**src/rtl/bram_ctrl_pkg.sv**
```systemverilog
// Shared types and constants for the BRAM burst access controller.
// The state enum carries the FSM encoding; the mode constants decode mode_i.
package bram_ctrl_pkg;

  localparam logic [1:0] ST_IDLE  = 2'd0;
  localparam logic [1:0] ST_WRITE = 2'd1;
  localparam logic [1:0] ST_READ  = 2'd2;
  localparam logic [1:0] ST_DONE  = 2'd3;

  typedef enum logic [1:0] {
    IDLE  = ST_IDLE,
    WRITE = ST_WRITE,
    READ  = ST_READ,
    DONE  = ST_DONE
  } state_t;

  localparam logic MODE_WR = 1'b0;
  localparam logic MODE_RD = 1'b1;

  // Read-side credit limit: FIFO entries plus reads still inside the BRAM.
  localparam logic [1:0] FIFO_DEPTH = 2'd2;

endpackage

```
**src/rtl/bram_access_ctrl_addr_gen.sv**
```systemverilog
// Address counter used for both the write and the read side of a burst.
// Clear takes priority over increment so the last access can also end the burst.
module addr_gen #(
  parameter int AWIDTH = 8
) (
  input  logic              clk,
  input  logic              reset,
  input  logic              clr,
  input  logic              inc,
  output logic [AWIDTH-1:0] cnt
);

  always_ff @(posedge clk or posedge reset) begin
    if (reset) begin
      cnt <= '0;
    end else if (clr) begin
      cnt <= '0;
    end else if (inc) begin
      cnt <= cnt + 1'b1;
    end
  end

endmodule

```
**src/rtl/bram_access_ctrl.sv**
```systemverilog
// Burst sequencer for one single-port BRAM: streams words in (write mode) or out
// (read mode) at addresses 0..len-1, with a 2-entry return FIFO for backpressure.
module bram_access_ctrl
  import bram_ctrl_pkg::*;
#(
  parameter int AWIDTH = 8,
  parameter int DWIDTH = 32
) (
  input  logic              clk,
  input  logic              reset,
  input  logic              start_i,
  input  logic              mode_i,
  input  logic [AWIDTH-1:0] len_i,
  output logic              idle_o,
  output logic              done_o,
  input  logic              s_valid_i,
  output logic              s_ready_o,
  input  logic [DWIDTH-1:0] s_data_i,
  output logic              m_valid_o,
  input  logic              m_ready_i,
  output logic [DWIDTH-1:0] m_data_o,
  output logic              bram_ce_o,
  output logic              bram_we_o,
  output logic [AWIDTH-1:0] bram_addr_o,
  output logic [DWIDTH-1:0] bram_d_o,
  input  logic [DWIDTH-1:0] bram_q_i
);

  state_t state_reg;
  state_t state_next;

  logic [AWIDTH-1:0] len_reg;
  logic [AWIDTH-1:0] wr_cnt;
  logic [AWIDTH-1:0] rd_cnt;

  logic [DWIDTH-1:0] fifo_mem [0:1];
  logic              fifo_wr_ptr;
  logic              fifo_rd_ptr;
  logic [1:0]        fifo_count;
  logic              inflight_reg;

  logic              wr_fire;
  logic              rd_issue;
  logic              fifo_push;
  logic              fifo_pop;
  logic              last_pop;
  logic              cnt_clr;
  logic [1:0]        occ_after_pop;
  logic [1:0]        credits_used;

  // ---------------------------------------------------------------------------
  // Handshakes and read-issue credit
  // ---------------------------------------------------------------------------
  assign wr_fire   = (state_reg == WRITE) && s_valid_i;
  assign fifo_push = inflight_reg;
  assign fifo_pop  = (fifo_count != 2'd0) && m_ready_i;

  // A word leaving the FIFO this cycle frees its slot for an issue in the same
  // cycle; without that credit the 2-cycle BRAM loop could not sustain 1 word/clk.
  assign occ_after_pop = fifo_count - {1'b0, fifo_pop};
  assign credits_used  = occ_after_pop + {1'b0, inflight_reg};
  assign rd_issue      = (state_reg == READ) && (rd_cnt < len_reg) &&
                         (credits_used < FIFO_DEPTH);

  assign last_pop = fifo_pop && (fifo_count == 2'd1) && !inflight_reg &&
                    (rd_cnt == len_reg);

  // ---------------------------------------------------------------------------
  // FSM
  // ---------------------------------------------------------------------------
  always_ff @(posedge clk or posedge reset) begin
    if (reset) begin
      state_reg <= IDLE;
      len_reg   <= '0;
    end else begin
      state_reg <= state_next;
      if ((state_reg == IDLE) && start_i) begin
        len_reg <= len_i;
      end
    end
  end

  always_comb begin
    state_next = state_reg;
    case (state_reg)
      IDLE: begin
        if (start_i) begin
          if (len_i == '0) begin
            state_next = DONE;
          end else begin
            case (mode_i)
              MODE_WR: state_next = WRITE;
              MODE_RD: state_next = READ;
              default: state_next = IDLE;
            endcase
          end
        end
      end
      WRITE: begin
        if (wr_fire && (wr_cnt == len_reg - 1'b1)) begin
          state_next = DONE;
        end
      end
      READ: begin
        if (last_pop) begin
          state_next = DONE;
        end
      end
      DONE:    state_next = IDLE;
      default: state_next = IDLE;
    endcase
  end

  // Counters restart for every burst; clearing on DONE entry also covers the
  // final access, which would otherwise leave the count at len.
  assign cnt_clr = (state_next == DONE) || (state_reg == IDLE);

  addr_gen #(.AWIDTH(AWIDTH)) u_wr_cnt (
    .clk   (clk),
    .reset (reset),
    .clr   (cnt_clr),
    .inc   (wr_fire),
    .cnt   (wr_cnt)
  );

  addr_gen #(.AWIDTH(AWIDTH)) u_rd_cnt (
    .clk   (clk),
    .reset (reset),
    .clr   (cnt_clr),
    .inc   (rd_issue),
    .cnt   (rd_cnt)
  );

  // ---------------------------------------------------------------------------
  // Read return path: one-cycle BRAM latency tracked by inflight_reg
  // ---------------------------------------------------------------------------
  always_ff @(posedge clk or posedge reset) begin
    if (reset) begin
      inflight_reg <= 1'b0;
      fifo_wr_ptr  <= 1'b0;
      fifo_rd_ptr  <= 1'b0;
      fifo_count   <= 2'd0;
      for (int i = 0; i < 2; i++) begin
        fifo_mem[i] <= '0;
      end
    end else begin
      inflight_reg <= rd_issue;
      if (fifo_push) begin
        fifo_mem[fifo_wr_ptr] <= bram_q_i;
        fifo_wr_ptr           <= ~fifo_wr_ptr;
      end
      if (fifo_pop) begin
        fifo_rd_ptr <= ~fifo_rd_ptr;
      end
      fifo_count <= fifo_count + {1'b0, fifo_push} - {1'b0, fifo_pop};
    end
  end

  // ---------------------------------------------------------------------------
  // Outputs
  // ---------------------------------------------------------------------------
  assign idle_o    = (state_reg == IDLE);
  assign done_o    = (state_reg == DONE);
  assign s_ready_o = (state_reg == WRITE);

  assign m_valid_o = (fifo_count != 2'd0);
  assign m_data_o  = m_valid_o ? fifo_mem[fifo_rd_ptr] : '0;

  assign bram_ce_o   = wr_fire || rd_issue;
  assign bram_we_o   = wr_fire;
  assign bram_addr_o = wr_fire ? wr_cnt : (rd_issue ? rd_cnt : '0);
  assign bram_d_o    = wr_fire ? s_data_i : '0;

endmodule

```
**config.mk**
```make
export PLATFORM = sky130hd
export DESIGN_NAME = bram_access_ctrl
export DESIGN_NICKNAME = d
export VERILOG_FILES = /design/src/rtl/bram_ctrl_pkg.sv /design/src/rtl/bram_access_ctrl_addr_gen.sv /design/src/rtl/bram_access_ctrl.sv
export SDC_FILE = /design/constraint.sdc
export NUM_CORES = 1
export LEC_CHECK = 0
export ABC_CLOCK_PERIOD_IN_PS = 5100
export CORE_MARGIN = 5
export CORE_UTILIZATION = 40
export CTS_CLUSTER_DIAMETER = 200
export DETAILED_ROUTE_END_ITERATION = 16
export HOLD_SLACK_MARGIN = 0.1
export MAX_ROUTING_LAYER = met4
export PLACE_DENSITY = 0.7
export SYNTH_ARGS = -nofsm -noshare
export SYNTH_HDL_FRONTEND = slang
export SYNTH_HIERARCHICAL = 1
export SYNTH_SLANG_ARGS = --single-unit
```
**constraint.sdc**
```tcl
create_clock -name clk -period 5.1 [get_ports clk]
set_clock_uncertainty 0.15 [all_clocks]
set_input_delay 0.765 -clock clk [delete_from_list [all_inputs] [get_ports clk]]
set_output_delay 0.765 -clock clk [all_outputs]
set_load 0.005 [all_outputs]
```
==> impl_metrics.ini, run 1 <==
[outcome]
outcome = complete, no violations

[timing]
slew_violations = 0
setup_slack_ns = 0.722
final-setup-viol-count = 0
hold_viol_final = 0
whs_ns = 0.345
setup_tns_ns = 0
tightest_slew_ns = 1.02
rsz0062_at_grt = false
min_period_ns = 4.38
fmax_mhz = 228
slew_headroom = 0.322
finalCritPeriodShare = 0.858

[place]
port_buffers = 155
gp_congestion = 0.782
post-place-ws_ns = 0.713
dpl.hpwl_mm = 9.34

[min_path]
hp-class = flop to flop
hold_path.startpoint = fifo_push$_DFF_PP0_

[power_and_ir_drop]
power_leakage_uw = 0.00295
p_per_area_nw_per_um2 = 537
ir_worst_vdd_mv = 0.293

[cts]
cts_buffer_depth = 2
cts_buffers = 9
cts_tree = built
root_buffer = clkbuf_16
ctsResizeCount = 0
worstSkewPairLatency_ns = 0.34
postCtsSetupRepairBufs = 0
htree_levels = 3
cts.sinks = 95
cts.clk_slew.worst_paths_ns = 0.06
cts_hold_buf = 0

[finish]
fill_cells = 1083
fin_nets = 689
layout_common_cells = clkdlybuf4s50_1, dfrtp_1, mux2_2
largest_reg_flops = 64
layout_commonest_cell = clkdlybuf4s50_1
drive_above_1_share = 0.154
regMostFlops = fifo_mem
area_delta_synth_final_pct = 40.1
diodes = 0

[detailed_routing]
wl_mm = 12.7
wl_per_cell_um = 16.4
drt-initial-drc-count = 253
via_per_inst = 5.03
drc = 0
num_vias = 3902
antenna_left = 0
dr.pass1.iters = 4

[job]
cap_violations = 0

[worst_setup_path]
r2r-start = len_reg[0]$_DFFE_PP0P_
crit_fanout = 16
worstSetupPathType = primary input to output pin
cp-startpoint = m_ready_i
worstSetupEndpointType = output pin
required_ns = 4.18
startpoint_type = primary input
worstPathArrival_ns = 3.46

[grt]
grt_pass1_wl_mm = 20.5
grt_usage = 0.178
gr-total-overflow = 0
grt_max_degree = 49
antenna_found_initial = 0
grt_pass1_vias = 4048

[synthesis]
syn-instance-count = 451
synthesis.area_um2 = 5020
synth_seq_area_share = 0.473
synth-edff-count = 0
synthArstFlopShare = 1.00
synth.distinct_cells = 38
yosysWarningCount = 6
ys_ff_latch = 95
syn-mean-instance-area_um2 = 11.1
synth_nets = 542
ys.flop_type = dfrtp_1

[floorplanning]
die_width_um = 122
io-pin-count = 156
core_region_area_um2 = 12500
rows = 41
floorplan.initialDensity = 0.403
die-area_um2 = 14900
die_h_um = 122
==> worst paths after layout <==
check | endpoint | slack [ns] | cells after the start
max in group asynchronous | fifo_mem[58]$_DFFE_PP0P_ | 3.11 | 3
setup reg to reg | u_wr_cnt/cnt[5]$_DFFE_PP0P_ | 1.92 | 10
hold reg to reg | fifo_wr_ptr$_DFFE_PP0P_ | 0.35 | 1
setup / recovery | bram_addr_o[2] | 0.72 | 11
hold / removal | fifo_wr_ptr$_DFFE_PP0P_ | 0.35 | 1
min in group asynchronous | u_wr_cnt/cnt[5]$_DFFE_PP0P_ | 0.60 | 2
==> Yosys cell counts (2+ instances only) <==
| library cell | count | area (um2) |
|---|---|---|
| a22o_1 | 8 | 70.1 |
| clkbuf_1 | 10 | 37.5 |
| or4_1 | 2 | 15.0 |
| a21oi_1 | 10 | 50.1 |
| o2111ai_4 | 2 | 52.6 |
| buf_1 | 3 | 11.3 |
| ha_1 | 13 | 163 |
| nor2b_1 | 3 | 18.8 |
| nand3_1 | 8 | 40.0 |
| nand4_1 | 8 | 50.1 |
| a21o_1 | 2 | 15.0 |
| o21ai_0 | 16 | 80.1 |
| mux2_2 | 64 | 721 |
| a211oi_1 | 2 | 15.0 |
| nor4_1 | 4 | 25.0 |
| and2_1 | 36 | 225 |
| nor2_1 | 48 | 180 |
| buf_2 | 8 | 40.0 |
| dfrtp_1 | 95 | 2380 |
| mux2i_1 | 34 | 340 |
| buf_4 | 4 | 30.0 |
| inv_1 | 15 | 56.3 |
| or3_1 | 6 | 37.5 |
| nand2_1 | 16 | 60.1 |
| xor2_1 | 10 | 87.6 |
| and3b_1 | 2 | 17.5 |
| xnor2_1 | 11 | 96.3 |
==> report_power, final <==
| group | internal (uW) | switching (uW) |
|---|---|---|
| Clock | 399 | 290 |
| Sequential | 1080 | 306 |
| Combinational | 1040 | 658 |
==> final cells by class <==
cell class                      count  area (um2)  area share
Tap cell                          172         215      0.0306
Inverter                           15        57.6     0.00818
Clock inverter                      5        63.8     0.00907
Sequential cell                    95        2380       0.338
Clock buffer                       11         243      0.0345
Multi-Input combinational cell    316        2480       0.353
Timing Repair Buffer              161        1600       0.227
==> layer usage <==
metal,routed length (um),GRT usage
met1,5500,0.226
met2,6330,0.286
met3,763,0.0469
met4,143,0.0441
met5,0,-
==> cell families (layout without fill, tap and decap cells) <==
family                     Yosys count  in the layout  synth area share
DFF                                 95             95             0.473
muxes                               98             98             0.211
adders and majority gates           13             13            0.0324
and+or+nand+nor                    137            137             0.139
xor gates and xnor gates            21             21            0.0366
AOI/OAI and AO/OA                   47             47            0.0725
buffers and inverters               40            192            0.0349
==> critical path, cell delays in order <==
cell	delay (ns)
clkdlybuf4s50_1	0.42
and2_1	0.17
ha_1	0.28
inv_1	0.04
ha_1	0.18
xnor2_1	0.19
xnor2_1	0.14
a2111oi_4	0.28
buf_4	0.30
a22o_1	0.19
clkdlybuf4s50_1	0.50
==> through the flow <==
stage	utilization	total power, uW	instance area, um2	std cells
after global placement	0.540	3070	6730	759
after detailed placement	0.540	3120	6730	759
after global routing	0.564	4050	7030	775
final	0.564	3780	7030	775
after floorplan	-	2280	5020	451
after CTS	0.564	3830	7030	775
Power figures use the tool's default switching activity.
==> run 2: changes to the inputs <==
--- a/config.mk
+++ b/config.mk
@@ -13,6 +13,7 @@
 export HOLD_SLACK_MARGIN = 0.1
 export MAX_ROUTING_LAYER = met4
 export PLACE_DENSITY = 0.7
+export SKIP_CTS_REPAIR_TIMING = 1
 export SYNTH_ARGS = -nofsm -noshare
 export SYNTH_HDL_FRONTEND = slang
 export SYNTH_HIERARCHICAL = 1
==> results of run 2 <==
Same layout as run 1: the final DEF is identical, and so are final timing and power.
